[src/rtl/ena_scheduler_pkg.sv]
// Shared types and helpers for ena_scheduler: FSM state encoding, LFSR tap
// constants per width, and the rotating first-set-bit grant and popcount helpers.
package ena_sched_pkg;

    typedef enum logic [2:0] {
        S_IDLE,
        S_PICK,
        S_FIRE,
        S_SETTLE,
        S_DONE,
        S_DEADLOCK
    } ena_sched_state_t;

    // Helpers work on a fixed maximum width; callers zero-extend narrower vectors.
    localparam int ENA_MAX_W = 64;
    localparam int IDX_W     = 6;

    localparam logic [31:0] LFSR_TAPS_8  = 32'h0000_00B8;
    localparam logic [31:0] LFSR_TAPS_16 = 32'h0000_B400;
    localparam logic [31:0] LFSR_TAPS_32 = 32'h8020_0003;

    function automatic logic [31:0] lfsr_taps(input int w);
        case (w)
            8:       return LFSR_TAPS_8;
            16:      return LFSR_TAPS_16;
            32:      return LFSR_TAPS_32;
            default: return (32'h1 << (w - 1)) | 32'h1;
        endcase
    endfunction

    // Bits above the caller's width are zero, so wrapping at ENA_MAX_W matches
    // wrapping at the caller's width.
    function automatic logic [ENA_MAX_W-1:0] rr_pick(input logic [ENA_MAX_W-1:0] cand,
                                                     input logic [IDX_W-1:0] start);
        logic [ENA_MAX_W-1:0] grant;
        logic [IDX_W-1:0]     idx;
        logic                 found;
        grant = '0;
        found = 1'b0;
        for (int k = 0; k < ENA_MAX_W; k++) begin
            idx = start + IDX_W'(k);
            if (!found && cand[idx]) begin
                grant[idx] = 1'b1;
                found      = 1'b1;
            end
        end
        return grant;
    endfunction

    function automatic logic [IDX_W:0] popcount(input logic [ENA_MAX_W-1:0] v);
        logic [IDX_W:0] c;
        c = '0;
        for (int k = 0; k < ENA_MAX_W; k++) begin
            c = c + {{IDX_W{1'b0}}, v[k]};
        end
        return c;
    endfunction

endpackage

[src/rtl/ena_scheduler_lfsr.sv]
// lfsr_prng: right-shifting Galois LFSR that steps once per cycle while adv is high.
module lfsr_prng
    import ena_sched_pkg::*;
#(
    parameter int           W    = 16,
    parameter logic [W-1:0] SEED = W'(16'hACE1)
) (
    input  logic         clk,
    input  logic         reset,
    input  logic         adv,
    output logic [W-1:0] q
);

    // Top tap bit is always set, so a non-zero state can never shift to zero.
    localparam logic [W-1:0] TAPS = W'(lfsr_taps(W));

    logic [W-1:0] q_q;
    logic [W-1:0] q_d;

    always_comb begin
        q_d = q_q;
        if (adv) begin
            q_d = q_q[0] ? ((q_q >> 1) ^ TAPS) : (q_q >> 1);
        end
    end

    always_ff @(posedge clk) begin
        if (reset) begin
            q_q <= SEED;
        end else begin
            q_q <= q_d;
        end
    end

    assign q = q_q;

endmodule

[src/rtl/ena_scheduler.sv]
// ena_scheduler: fires pseudo-randomly chosen excited signals of a clocked circuit model,
// one PICK/FIRE/SETTLE step at a time. Define ENA_SCHED_CONCURRENT_EN to allow multi-fire steps.
module ena_scheduler
    import ena_sched_pkg::*;
#(
    parameter int                N_ENA      = 8,
    parameter int                LFSR_W     = 16,
    parameter logic [LFSR_W-1:0] SEED       = 16'hACE1,
    parameter int                MAX_EVENTS = 1024,
    parameter int                CNT_W      = 16
) (
    input  logic             clk,
    input  logic             reset,
    input  logic             start,
    input  logic             stop,
    input  logic [N_ENA-1:0] excited,
    input  logic [N_ENA-1:0] mask,
    output logic [N_ENA-1:0] ena,
    output logic             busy,
    output logic             deadlock,
    output logic             done,
    output logic [CNT_W-1:0] events
);

    localparam int               SEL_W   = (N_ENA > 1) ? $clog2(N_ENA) : 1;
    localparam logic [CNT_W-1:0] MAX_CNT = CNT_W'(MAX_EVENTS);

    ena_sched_state_t     state_q, state_d;
    logic [N_ENA-1:0]     ena_q, ena_d;
    logic [CNT_W-1:0]     events_q, events_d;
    logic [LFSR_W-1:0]    lfsr_q;
    logic                 lfsr_adv;
    logic [N_ENA-1:0]     cand;
    logic [N_ENA-1:0]     grant;
    logic [ENA_MAX_W-1:0] cand_ext;
    logic [ENA_MAX_W-1:0] rr_grant_ext;
    logic [ENA_MAX_W-1:0] grant_ext;
    logic [SEL_W-1:0]     sel;
    logic [CNT_W-1:0]     inc;
    logic [CNT_W:0]       sum;
    logic                 run_complete;
    logic                 unused_bits;

    lfsr_prng #(
        .W    (LFSR_W),
        .SEED (SEED)
    ) u_lfsr (
        .clk   (clk),
        .reset (reset),
        .adv   (lfsr_adv),
        .q     (lfsr_q)
    );

    assign cand = excited & mask;

    // Rotating start index from the LFSR, folded back into range for non-power-of-two widths.
    always_comb begin
        cand_ext              = '0;
        cand_ext[N_ENA-1:0]   = cand;
        sel                   = lfsr_q[SEL_W-1:0];
        if (32'(sel) >= 32'(N_ENA)) begin
            sel = sel - SEL_W'(N_ENA);
        end
        rr_grant_ext = rr_pick(cand_ext, IDX_W'(sel));
    end

`ifdef ENA_SCHED_CONCURRENT_EN
    localparam int REP = N_ENA / LFSR_W + 1;

    logic [REP*LFSR_W-1:0] lfsr_rep;
    logic [N_ENA-1:0]      mix;

    // An empty random subset falls back to a single grant so every step fires something.
    assign lfsr_rep     = {REP{lfsr_q}};
    assign mix          = cand & lfsr_rep[N_ENA-1:0];
    assign grant        = (mix != '0) ? mix : rr_grant_ext[N_ENA-1:0];
    assign run_complete = (MAX_EVENTS != 0) && (events_q >= MAX_CNT);
    assign unused_bits  = ^{lfsr_q, rr_grant_ext, lfsr_rep};
`else
    assign grant        = rr_grant_ext[N_ENA-1:0];
    assign run_complete = (MAX_EVENTS != 0) && (events_q == MAX_CNT);
    assign unused_bits  = ^{lfsr_q, rr_grant_ext};
`endif

    always_comb begin
        grant_ext            = '0;
        grant_ext[N_ENA-1:0] = grant;
        inc                  = CNT_W'(popcount(grant_ext));
        sum                  = {1'b0, events_q} + {1'b0, inc};
    end

    always_ff @(posedge clk) begin
        if (reset) begin
            state_q <= S_IDLE;
        end else begin
            state_q <= state_d;
        end
    end

    always_comb begin
        state_d = state_q;
        case (state_q)
            S_IDLE, S_DONE, S_DEADLOCK: begin
                if (start) state_d = S_PICK;
            end
            S_PICK: begin
                if (stop)              state_d = S_IDLE;
                else if (cand == '0)   state_d = S_DEADLOCK;
                else                   state_d = S_FIRE;
            end
            S_FIRE:   state_d = S_SETTLE;
            S_SETTLE: begin
                if (stop)              state_d = S_IDLE;
                else if (run_complete) state_d = S_DONE;
                else                   state_d = S_PICK;
            end
            default:  state_d = S_IDLE;
        endcase
    end

    always_comb begin
        busy     = 1'b0;
        deadlock = 1'b0;
        done     = 1'b0;
        case (state_q)
            S_PICK, S_FIRE, S_SETTLE: busy     = 1'b1;
            S_DONE:                   done     = 1'b1;
            S_DEADLOCK:               deadlock = 1'b1;
            default: ;
        endcase
    end

    // ena_d defaults to zero, so a grant loaded in PICK is visible for the FIRE cycle only.
    always_comb begin
        ena_d    = '0;
        events_d = events_q;
        lfsr_adv = 1'b0;
        case (state_q)
            S_IDLE, S_DONE, S_DEADLOCK: begin
                if (start) events_d = '0;
            end
            S_PICK: begin
                if (!stop && (cand != '0)) begin
                    ena_d    = grant;
                    events_d = sum[CNT_W] ? '1 : sum[CNT_W-1:0];
                    lfsr_adv = 1'b1;
                end
            end
            default: ;
        endcase
    end

    always_ff @(posedge clk) begin
        if (reset) begin
            ena_q    <= '0;
            events_q <= '0;
        end else begin
            ena_q    <= ena_d;
            events_q <= events_d;
        end
    end

    assign ena    = ena_q;
    assign events = events_q;

endmodule

[config.mk]
export PLATFORM = sky130hd
export DESIGN_NAME = ena_scheduler
export DESIGN_NICKNAME = d
export VERILOG_FILES = /design/src/rtl/ena_scheduler_pkg.sv /design/src/rtl/ena_scheduler_lfsr.sv /design/src/rtl/ena_scheduler.sv
export SDC_FILE = /design/constraint.sdc
export NUM_CORES = 1
export LEC_CHECK = 0
export ABC_AREA = 1
export ABC_CLOCK_PERIOD_IN_PS = 7170
export CAP_MARGIN = 20
export CORE_MARGIN = 3
export CORE_UTILIZATION = 59
export CTS_CLUSTER_SIZE = 14
export DETAILED_ROUTE_END_ITERATION = 7
export DONT_BUFFER_PORTS = 1
export PLACE_DENSITY = 0.78
export SLEW_MARGIN = 20
export SYNTH_ARGS = -nofsm -noshare
export SYNTH_HDL_FRONTEND = slang
export SYNTH_SLANG_ARGS = --single-unit
[constraint.sdc]
create_clock -name clk -period 7.17 [get_ports clk]
set_input_delay 0.717 -clock clk [delete_from_list [all_inputs] [get_ports clk]]
set_output_delay 0.717 -clock clk [all_outputs]
set_load 0.02 [all_outputs]
# Word level (Yosys, flattened, before mapping)
# Cells that the tools add are included.
dict set report totals {
  register_bits 43
  inputBits 20
  output_inout_bits 27
  word_cells 877
}
dict set report op_classes {
  add_sub_neg 71
  magnitude_cmp 128
  eq_ne 8
  mux 399
  bitwise_logic 67
  reduce_logical 200
}
# cell count
set ops {}
lappend ops {{$mux W8} 64}
lappend ops {{$or A8 B8 Y8} 63}
lappend ops {{$bmux W1 S6} 63}
lappend ops {{$demux W1 S6} 63}
lappend ops {{$lt A6 B7 Y1 const B} 48}
lappend ops {{$ge A6 B1 Y1 const B} 48}
lappend ops {{$mux W1} 196}
lappend ops {{$logic_and A1 B1 Y1} 128}
lappend ops {{$add A3 B5 Y6 const B} 16}
lappend ops {{$add A3 B6 Y6 const B} 16}
lappend ops {{$logic_not A1 Y1} 64}
lappend ops {{$mux W16} 4}
lappend ops {{$lt A5 B7 Y1 const B} 8}
lappend ops {{$lt A4 B7 Y1 const B} 7}
lappend ops {{$add A4 B5 Y6 const B} 8}
lappend ops {{$add A3 B4 Y5 const B} 8}
lappend ops {{$ge A5 B1 Y1 const B} 8}
lappend ops {{$pmux W16 S2} 1}
lappend ops {{$ge A4 B1 Y1 const B} 7}
lappend ops {{$add A4 B4 Y5 const B} 4}
lappend ops {{$add A16 B7 Y17} 1}
lappend ops {{$add A3 B3 Y4 const B} 4}
lappend ops {{$eq A16 B11 Y1 const B} 1}
lappend ops {{$mux W3} 5}
lappend ops {{other kinds (30)} 38}

# Longest topological paths before layout
# Gate-level depths: netlist of run 1.
dict set report depth {
  ltp_word 204
  mapped_depth 47
  mapped_depth_nobuf 46
}

# Cells and area by module
# From an unflattened synthesis of run 1, not the netlist that was laid out.
dict set report unflattened {
  hier_cells 747
  hier_area_um2 4425.5
}
# module n_inst cells_each area_each_um2 seq_area_each_um2
set modules_own_cells {}
lappend modules_own_cells {ena_scheduler 1 667 3799.9 540.5}
lappend modules_own_cells {lfsr_prng 1 80 625.6 320.3}

# Worst setup path before layout of run 1
# Ideal clock, no wire load.
dict set report synth_timing {
  path_kind {reg2reg}
  start {reg u_lfsr.q_q[1], in the netlist u_lfsr.q[1]}
  end {reg events_q[7], in the netlist events[7]}
  setup_ns 0.057
  t_arrival_ns 7.263
  t_required_ns 7.113
  path_slack_ns -0.149
  stages_incl_launch_ff 46
  period_less_slack_ns 7.319
  cell_sequence {dfxtp_1 ha_1 clkbuf_1 inv_1 ha_1 buf_2 inv_1 nand3_2 nand3_2 nand3_4 nor2_4 nand4_4 nor3_4 nand4_2 nor2_4 nand3_2 nor2_2 nand2_1 [... 10 more ...] fa_1 nor2_1 o21ai_0 nand2_1 nand2_1 nor2_1 inv_1 nor3_1 inv_1 nor2_1 inv_1 nor2_1 nand3_1 nor3_1 nor3_1 o22ai_1 nand2_1 inv_1}
}
dict set report synth_via {
  elab_chain_cells 203
  elab_cells_between_ends 838
  cone_classes {add/sub (71); order compare (128); mux (386); bitwise (63); reduce/logical (190)}
}
# element line
set synth_rtl {}
lappend synth_rtl {{start: declaration} ena_scheduler_lfsr.sv:17} ;# logic [W-1:0] q_q;
lappend synth_rtl {{start signal: assignment} ena_scheduler_lfsr.sv:31} ;# q_q <= q_d;
lappend synth_rtl {{parallel branches: the longest is 191 deep, another holds $lt A4 B7 Y1} --}
lappend synth_rtl {{$mux W8 (*)} ena_scheduler_pkg.sv:42} ;# if (!found && cand[idx]) begin
lappend synth_rtl {{$add A1 B1 Y2} ena_scheduler_pkg.sv:54} ;# c = c + {{IDX_W{1'b0}}, v[k]};
lappend synth_rtl {{$add A2 B1 Y3} ena_scheduler_pkg.sv:54}
lappend synth_rtl {{$add A3 B1 Y4} ena_scheduler_pkg.sv:54}
lappend synth_rtl {{$add A4 B1 Y5} ena_scheduler_pkg.sv:54}
lappend synth_rtl {{$add A5 B1 Y6} ena_scheduler_pkg.sv:54}
lappend synth_rtl {{$add A6 B1 Y7} ena_scheduler_pkg.sv:54}
lappend synth_rtl {{$add A7 B1 Y7 (*)} ena_scheduler_pkg.sv:54}
lappend synth_rtl {{$add A16 B7 Y17 (*)} ena_scheduler.sv:89} ;# sum = {1'b0, events_q} + {1'b0, inc};
lappend synth_rtl {{$mux W16 (*)} ena_scheduler.sv:145} ;# events_d = sum[CNT_W] ? '1 : sum[CNT_W-1:0];
lappend synth_rtl {{$mux W16 (*)} ena_scheduler.sv:143} ;# if (!stop && (cand != '0)) begin
lappend synth_rtl {{$pmux W16 S2 (*)} ena_scheduler.sv:138} ;# case (state_q)
lappend synth_rtl {{end signal: assignment} ena_scheduler.sv:159} ;# events_q <= events_d;
lappend synth_rtl {{end: declaration} ena_scheduler.sv:30} ;# logic [CNT_W-1:0] events_q, events_d;
# Every way passes the cells marked *. The select of a mux whose other input is x is not followed.
# A chain may end at the register's enable or synchronous reset.

# Worst setup path in the final report of run 1
dict set report layout_timing {
  start {reg u_lfsr.q_q[1], in the netlist u_lfsr.q[1]}
  end {reg events_q[10], in the netlist events[10]}
}
# Same word-level chain as after synthesis.

==> impl_metrics.tcl, run 1 <==
set metrics [dict create \
    leakagePower_nw 2.544 \
    synth_most_common_cell "nand2_1" \
    cts_buffers 5 \
    drtIter0Drc 726 \
    place.gp.congestion 1.070 \
    dr_total_vias 5848 \
    finalNetCount 896 \
    clkPwrFrac_pct 13.2 \
    hold_depth 2 \
    p_switching_uw 581.6 \
    fp-row-count 31 \
    switching_share_pct 49.73 \
    dieWidth_um 94.96 \
    antenna_left 0 \
    clk_pin_slew_ps 90 \
    yosys-top-cells-count "nand2_1 (163), nor2_1 (148), inv_1 (115)" \
    r2r_cells 44 \
    fin_ws_ps -96.55 \
    yosysTopAreaCell "dfxtp_1" \
    syn-cell-area_sq_mm 0.004669 \
    maxSlewHeadroom_pct 44.27 \
    htree_levels 2 \
    syn_avg_cell_area_sq_um 5.801 \
    synth_edf_count 0 \
    cts_tree "done" \
    area_growth_syn_to_layout_pct 19.08 \
    critPathKind "reg -> reg" \
    ir_drop_mv 0.1496 \
    power.internal_uw 588.0 \
    finalHoldViolations 0 \
    synthFlopType "dfxtp_1" \
    routedWlPerCell_um 17.53 \
    syn_inst 805 \
    critPathRequiredTime_ps 7410 \
    globalRouteTotalUtil_pct 34.20 \
    initial_utilization_pct 62.70 \
    cp_max_fo 7 \
    crit_top_cell "nor2_4" \
    tns_ps -587.4 \
    synth_area_leaders "dfxtp_1 (18%), nand2_1 (13%), nor2_1 (12%)" \
    die_area_sq_mm 0.009017 \
    slew_viol_final 0 \
    place_hpwl_mm 11.80 \
    numPortBuffers 0 \
    crit_arrival_ps 7500 \
    drive_above_1_share_pct 19.01 \
    vias_per_cell 6.182 \
    antenna_found_initial 0 \
    ys_ff_latch 43 \
    cpPeakStageDelay_ps 510 \
    fmax_mhz 137.6 \
    root_buffer "clkbuf_8" \
    start_kind "register" \
    placed_cell_area_sq_mm 0.004974 \
    clock_latency_ps 300 \
    hold_path_class "reg -> reg" \
    fin_worst_skew_ps 8.878 \
    seq_area_frac_synth_pct 18.44 \
    worst_setup_path_end_kind "register" \
    syn-num-nets 855 \
    worstMarginPinSlew_ps 833.6 \
    fin_crit_sh_pct 101.3 \
    rsz0062_at_grt "yes" \
    grt_pass1_wl_mm 24.18 \
    cts.sinks 43 \
    violations "negative setup slack" \
    firstDrtPassIters 5 \
    p_comb_share_pct 63.6 \
    drcViolationCount 0 \
    powerDensity_mw_per_mm2 210.4 \
    ys_warn_count 0 \
    fin_area_sq_mm 0.005560 \
    crit_slowest_cell "fa_1" \
    wirelength_mm 16.58 \
    max_cap_violations 0 \
    setup_viol 13 \
    die_height_um 94.96 \
    diodes 0 \
    pin_count 47 \
    grt_max_degree 26 \
    first_global_vias 4964 \
    fin_crit_ps 7267 \
    status "complete, but fails checks" \
    synth_cell_types 45 \
    synth_top_area_share_pct 18.44 \
    p_seq_share_pct 23.2 \
    async_flop_share_pct 0 \
    grt_overflow_total 0 \
    clk_path_buf_depth 2 \
    core_area_sq_mm 0.007447 \
]
## kinds of logic (layout without fill, tap and decap cells)
kind of cell             Yosys count  in the layout  share of synthesized area, %
adder cells (fa/ha/maj)           30             30                         8.843
XOR/XNOR                           4              4                        0.7502
AND/OR/NAND/NOR                  511            511                         50.64
buffers and inverters            140            182                         11.76
flip-flops                        43             43                         18.44
AO/OA/AOI/OAI                     77             77                         9.566
## final cells by class
type                            count  area (sq um)
Multi-Input combinational cell    622          3597
Timing Repair Buffer               53         412.9
Clock buffer                        6         72.57
Sequential cell                    43         869.6
Tap cell                           99         123.9
Fill cell                         617          1887
Inverter                          121         471.7
Clock inverter                      2         12.51
## state kept, by name, indices dropped and copies added, names as in the netlist
register,count
state_q,3
events,16
u_lfsr.q,16
ena,8
## worst paths after layout
kind / from / end / slack [ps]
max: u_lfsr.q[1] / events[10] / -100
min reg2reg: u_lfsr.q[8] / u_lfsr.q[7] / 480
max reg2reg: u_lfsr.q[1] / events[10] / -100
min: u_lfsr.q[8] / u_lfsr.q[7] / 480
## power groups by stage
stage / combinational [mW] / sequential, mW / clock [mW]
final: 0.744 / 0.272 / 0.154
after global routing: 0.801 / 0.274 / 0.165
after CTS: 0.618 / 0.270 / 0.152
after detailed placement: 0.605 / 0.275 / 0
after global placement: 0.594 / 0.274 / 0
after floorplan: 0.428 / 0.274 / 0
## placed cells by master (no fill, tap or decap), types with 4 or more instances in the layout
| cell type | netlist | final |
|---|---|---|
| a21oi_1 | 23 | 23 |
| buf_4 | 1 | 49 |
| buf_6 | 2 | 4 |
| clkbuf_8 | 0 | 5 |
| dfxtp_1 | 43 | 40 |
| ha_1 | 25 | 17 |
| ha_4 | 0 | 7 |
| inv_1 | 115 | 106 |
| inv_2 | 5 | 9 |
| inv_4 | 0 | 4 |
| nand2_1 | 163 | 155 |
| nand2_2 | 4 | 9 |
| nand2_4 | 1 | 4 |
| nand3_1 | 99 | 91 |
| nand3_2 | 9 | 11 |
| nand3_4 | 1 | 7 |
| nand4_1 | 37 | 37 |
| nor2_1 | 148 | 135 |
| nor2_2 | 9 | 14 |
| nor2_4 | 3 | 11 |
| nor3_1 | 26 | 23 |
| o21ai_0 | 32 | 22 |
| o21ai_1 | 1 | 5 |
| o21ai_2 | 0 | 6 |
| o22ai_1 | 5 | 5 |
| xnor2_1 | 4 | 4 |
## worst max-delay path, delay by kind of cell, from the launching register on
family	cells	cell delay, ps
flops	1	410
compound gates	3	270
fa+ha+maj	6	2570
simple gates	25	2980
buf+inv	10	930
## routing by layer
metal | vias up | track usage (%) | wire length (um)
li1 | 2722 | - | -
met1 | 2606 | 48.75 | 6595
met2 | 442 | 52.61 | 7399
met3 | 78 | 5.100 | 1957
met4 | 0 | 11.06 | 626
met5 | - | 0 | 0
## repair_timing
action | CTS | global route
pin swaps | 2 | 22
gates resized for setup | 14 | 95
endpoints found under the setup margin | 15 | 16
setup buffers | 1 | 16
hold buffers | 0 | 0
## through the flow
stage | power, mW | worst slack [ps] | instances | util (%) | hold slack [ps]
2_1_floorplan | 0.7022 | 1.402 | 805 | - | 423.6
3_3_place_gp | 0.8684 | 116.4 | 921 | 66.78 | 435.6
3_5_place_dp | 0.8796 | -172.6 | 921 | 66.78 | 452.0
4_1_cts | 1.040 | 27.88 | 930 | 68.62 | 472.1
5_1_grt | 1.240 | -459.2 | 946 | 74.66 | 468.4
6_report | 1.170 | -96.55 | 946 | 74.66 | 475.2
(Power assumes the default switching activity.)
==> inputs of run 2 (changes only) <==
Settings changed: CORE_UTILIZATION 59 to 38, PLACE_DENSITY 0.78 to default.
==> impl_metrics.tcl, run 2 (synthesized netlist as in run 1, its figures left out) <==
set metrics [dict create \
    drive_above_1_share_pct 20.51 \
    rrSetupSlack_ps 330 \
    antenna_left 0 \
    layout_common_cells "nand2_1 (157), nor2_1 (136), inv_1 (103), nand3_1 (93), buf_4 (64)" \
    cp_max_fo 4 \
    routedWlPerCell_um 15.35 \
    die_height_um 116.9 \
    dieWidth_um 116.9 \
    regArea_sq_um 872.1 \
    tns_ps 0 \
    powerDensity_mw_per_mm2 222.4 \
    critPathKind "reg -> reg" \
    die_area_sq_mm 0.01365 \
    hold_depth 2 \
    hold_end "u_lfsr.q[7]" \
    maxSlewHeadroom_pct 48.60 \
    drcViolationCount 0 \
    area_growth_syn_to_layout_pct 24.14 \
    grt_overflow_total 0 \
    clock_latency_ps 290 \
    fin_cells 1011 \
    antenna_found_initial 0 \
    cts_tree "done" \
    crit_arrival_ps 7050 \
    vias_per_cell 5.361 \
    leakagePower_nw 2.672 \
    slew_viol_final 0 \
    setup_viol 0 \
    cts_buffers 5 \
    firstDrtPassIters 5 \
    finalHoldViolations 0 \
    grt_max_degree 26 \
    core_area_sq_mm 0.01171 \
    placed_cell_area_sq_mm 0.005224 \
    place_hpwl_mm 11.96 \
    fin_worst_skew_ps 4.910 \
    dp.cells 991 \
    first_global_vias 4863 \
    rsz0062_at_grt "yes" \
    finalNetCount 917 \
    hold_path_class "reg -> reg" \
    wirelength_mm 15.52 \
    globalRouteTotalUtil_pct 22.39 \
    clk_path_buf_depth 2 \
    diodes 0 \
    fp-row-count 39 \
    crit_slowest_cell "fa_1" \
    drtIter0Drc 460 \
    dr_total_vias 5420 \
    worstReg2RegEnd "events[5]" \
    max_cap_violations 0 \
    r2r_cells 45 \
    worstMarginPinSlew_ps 768.8 \
    final_common_cell "nand2_1" \
    fmax_mhz 146.1 \
    cpPeakStageDelay_ps 490 \
    start_kind "register" \
    ir_drop_mv 0.1252 \
    fin_area_sq_mm 0.005797 \
    fin_crit_ps 6843 \
    crit_top_cell "nor2_1" \
    fillers 1209 \
    htree_levels 2 \
    reg2reg_from "u_lfsr.q[1]" \
    grt_pass1_wl_mm 24.28 \
    min_from "u_lfsr.q[8]" \
    fin_crit_sh_pct 95.44 \
    initial_utilization_pct 39.87 \
    worst_setup_path_end_kind "register" \
    critPathRequiredTime_ps 7380 \
    pin_count 47 \
    multi_input_area_sq_mm 0.003506 \
    numPortBuffers 0 \
    cts.sinks 43 \
    status "complete, no violations" \
    root_buffer "clkbuf_16" \
    clk_pin_slew_ps 60 \
    place.gp.congestion 0.9723 \
]
-- run 2: timing repair --
item / in CTS / in global routing
gates resized for setup: 4 / 87
hold buffers: 0 / 0
pin swaps: 1 / 32
setup endpoints to repair: 12 / 16
setup buffers: 0 / 12
-- run 2: area by class of cell --
| cell class | count | area share [%] |
|---|---|---|
| flip-flops and latches | 43 | 15.04 |
| clock inverters | 3 | 0.7554 |
| inverters | 121 | 8.094 |
| repair buffers | 74 | 10.38 |
| clock buffers | 5 | 2.158 |
| well taps | 143 | 3.087 |
| multi-input cells | 622 | 60.48 |
-- run 2: layer usage --
metal  share of wire (%)  routed length [um]  GRT usage, %  up-vias
li1                    -                   -             -     2755
met1                  46                7096         32.76     2426
met2                  45                6922         34.02      207
met3                 7.0                1091         2.931       32
met4                 2.6                 408         7.110        0
met5                   0                   0             0        -
-- run 2: power breakdown --
part | switching, mW | internal, mW | leakage [nW] | total, mW
clock | 0.0956 | 0.164 | 0.0838 | 0.260
sequential | 0.0171 | 0.254 | 0.350 | 0.271
combinational | 0.459 | 0.299 | 2.24 | 0.758
total | 0.572 | 0.718 | 2.67 | 1.29
-- run 2: how the worst max path moves through the flow --
| stage | from | endpoint | slack, ps | cells after the start |
|---|---|---|---|---|
| floorplan | u_lfsr.q[1] | events[7] | 1 | 45 |
| CTS | u_lfsr.q[1] | events[10] | 10 | 46 |
| global route | u_lfsr.q[0] | events[5] | -160 | 45 |
| detailed placement | u_lfsr.q[1] | events[6] | -30 | 45 |
| finish | u_lfsr.q[1] | events[5] | 330 | 45 |
| global placement | u_lfsr.q[0] | events[12] | 80 | 45 |
-- run 2: stage by stage --
| stage | worst slack (ps) | utilization [%] | power (mW) | hold WS (ps) |
|---|---|---|---|---|
| after floorplan | 1.402 | - | 0.7022 | 423.6 |
| after global placement | 75.15 | 44.60 | 0.9386 | 441.9 |
| after detailed placement | -31.50 | 44.60 | 0.9360 | 446.8 |
| after CTS | 11.60 | 46.21 | 1.205 | 461.3 |
| after global routing | -163.9 | 49.50 | 1.387 | 481.5 |
| final | 326.8 | 49.50 | 1.289 | 458.8 |
-- run 2: worst max-delay path: cells and delay by family (launching register included) --
kind / cells / cell delay, ps
AND/OR/NAND/NOR: 26 / 2830
adder cells (fa/ha/maj): 6 / 2500
buffers and inverters: 10 / 790
flip-flops: 1 / 390
AO/OA/AOI/OAI: 3 / 240
==> inputs of run 3 (changes only) <==
Settings changed: CORE_UTILIZATION 38 to 56, PLACE_DENSITY from default to 0.74.
==> impl_metrics.tcl, run 3 (synthesized netlist as in run 1, its figures left out) <==
set metrics [dict create \
    dr_total_vias 5731 \
    fin_cells 958 \
    routedWlPerCell_um 16.90 \
    finalHoldViolations 0 \
    slew_viol_final 0 \
    place_hpwl_mm 11.85 \
    ir_drop_mv 0.1417 \
    vias_per_cell 5.982 \
    firstDrtPassIters 6 \
    fmax_mhz 141.5 \
    area_growth_syn_to_layout_pct 22.16 \
    cts_tree "done" \
    cts_buffers 5 \
    drtIter0Drc 565 \
    initial_utilization_pct 58.90 \
    cp_max_fo 5 \
    drive_above_1_share_pct 21.14 \
    powerDensity_mw_per_mm2 212.1 \
    clk_pin_slew_ps 80 \
    worstMarginPinSlew_ps 841.5 \
    setup_viol 0 \
    final_common_cell "nand2_1" \
    clk_path_buf_depth 2 \
    die_height_um 97.32 \
    fin_worst_skew_ps 11.05 \
    core_area_sq_mm 0.007928 \
    dp.cells 920 \
    hold_path_class "reg -> reg" \
    max_cap_violations 0 \
    whs_ps 468.4 \
    die_area_sq_mm 0.009470 \
    drcViolationCount 0 \
    antenna_found_initial 0 \
    htree_levels 2 \
    reg2reg_from "u_lfsr.q[2]" \
    grt_overflow_total 0 \
    place.gp.congestion 1.006 \
    grt_max_degree 26 \
    min_from "u_lfsr.q[10]" \
    pin_count 47 \
    critPathRequiredTime_ps 7410 \
    globalRouteTotalUtil_pct 31.99 \
    worst_setup_path_end_kind "register" \
    wirelength_mm 16.19 \
    multi_input_area_sq_mm 0.003651 \
    fin_crit_sh_pct 98.57 \
    diodes 0 \
    worstReg2RegEnd "events[7]" \
    numPortBuffers 0 \
    leakagePower_nw 2.600 \
    status "complete, no violations" \
    maxSlewHeadroom_pct 43.74 \
    critPathKind "reg -> reg" \
    fillers 663 \
    rsz0062_at_grt "yes" \
    finalNetCount 905 \
    regArea_sq_um 869.6 \
    crit_arrival_ps 7310 \
    antenna_left 0 \
    grt_pass1_wl_mm 25.12 \
    hold_depth 2 \
    tns_ps 0 \
    startpoint "u_lfsr.q[2]" \
    clock_latency_ps 300 \
    r2r_cells 43 \
    fin_util_pct 71.95 \
    rrSetupSlack_ps 100 \
    cts.sinks 43 \
    hold_end "u_lfsr.q[10]" \
    fp-row-count 32 \
    crit_slowest_cell "fa_1" \
    dieWidth_um 97.32 \
    root_buffer "clkbuf_8" \
    layout_common_cells "nand2_1 (151), nor2_1 (135), inv_1 (102), nand3_1 (84), buf_4 (53)" \
    fin_crit_ps 7068 \
    start_kind "register" \
    first_global_vias 5243 \
    cpPeakStageDelay_ps 490 \
]
[run 3: what timing repair did]
action / in CTS / in global routing
resized for setup: 14 / 109
setup buffers: 5 / 24
hold buffers: 0 / 0
hold endpoints to repair: 0 / 0
setup endpoints to repair: 16 / 16
pin swaps: 2 / 40
cloned: 0 / 1
[run 3: through the flow]
step / area, sq um / power (mW) / worst slack, ps
floorplan: 4674 / 0.7022 / 1.402
global placement: 4947 / 0.8669 / 125.7
detailed placement: 4947 / 0.8801 / -222.2
CTS: 5151 / 1.060 / 1.571
global route: 5704 / 1.298 / -415.2
finish: 5704 / 1.210 / 102.4
[run 3: layout make-up]
type / count / area share (%)
Clock inverter: 2 / 0.2193
Clock buffer: 6 / 1.272
Sequential cell: 43 / 15.24
Timing Repair Buffer: 62 / 8.642
Multi-Input combinational cell: 622 / 64.01
Tap cell: 102 / 2.237
Inverter: 121 / 8.379
[run 3: how the worst max path moves through the flow]
stage	cells after the start	to
after floorplan	45	events[7]
after global placement	42	events[13]
after detailed placement	42	events[12]
after CTS	45	events[12]
after global routing	43	events[7]
final	43	events[7]
[run 3: critical path: cells and delay by family, from the launching register on]
| family | cells | cell delay (ps) |
|---|---|---|
| fa+ha+maj | 6 | 2580 |
| simple gates | 25 | 3020 |
| compound gates | 2 | 210 |
| buf+inv | 10 | 820 |
| flops | 1 | 360 |
[run 3: per-layer routing]
| layer | global-route usage (%) | wire, um |
|---|---|---|
| met4 | 12.25 | 551 |
| met5 | 0 | 0 |
| met3 | 5.169 | 1527 |
| met2 | 52.07 | 7596 |
| met1 | 42.49 | 6514 |
[run 3: where the power goes]
group	internal (mW)	leakage [nW]	switching, mW	total (mW)
clock network	0.0682	0.0412	0.0851	0.153
registers	0.254	0.350	0.0172	0.271
logic	0.294	2.21	0.491	0.785
total	0.616	2.60	0.593	1.21
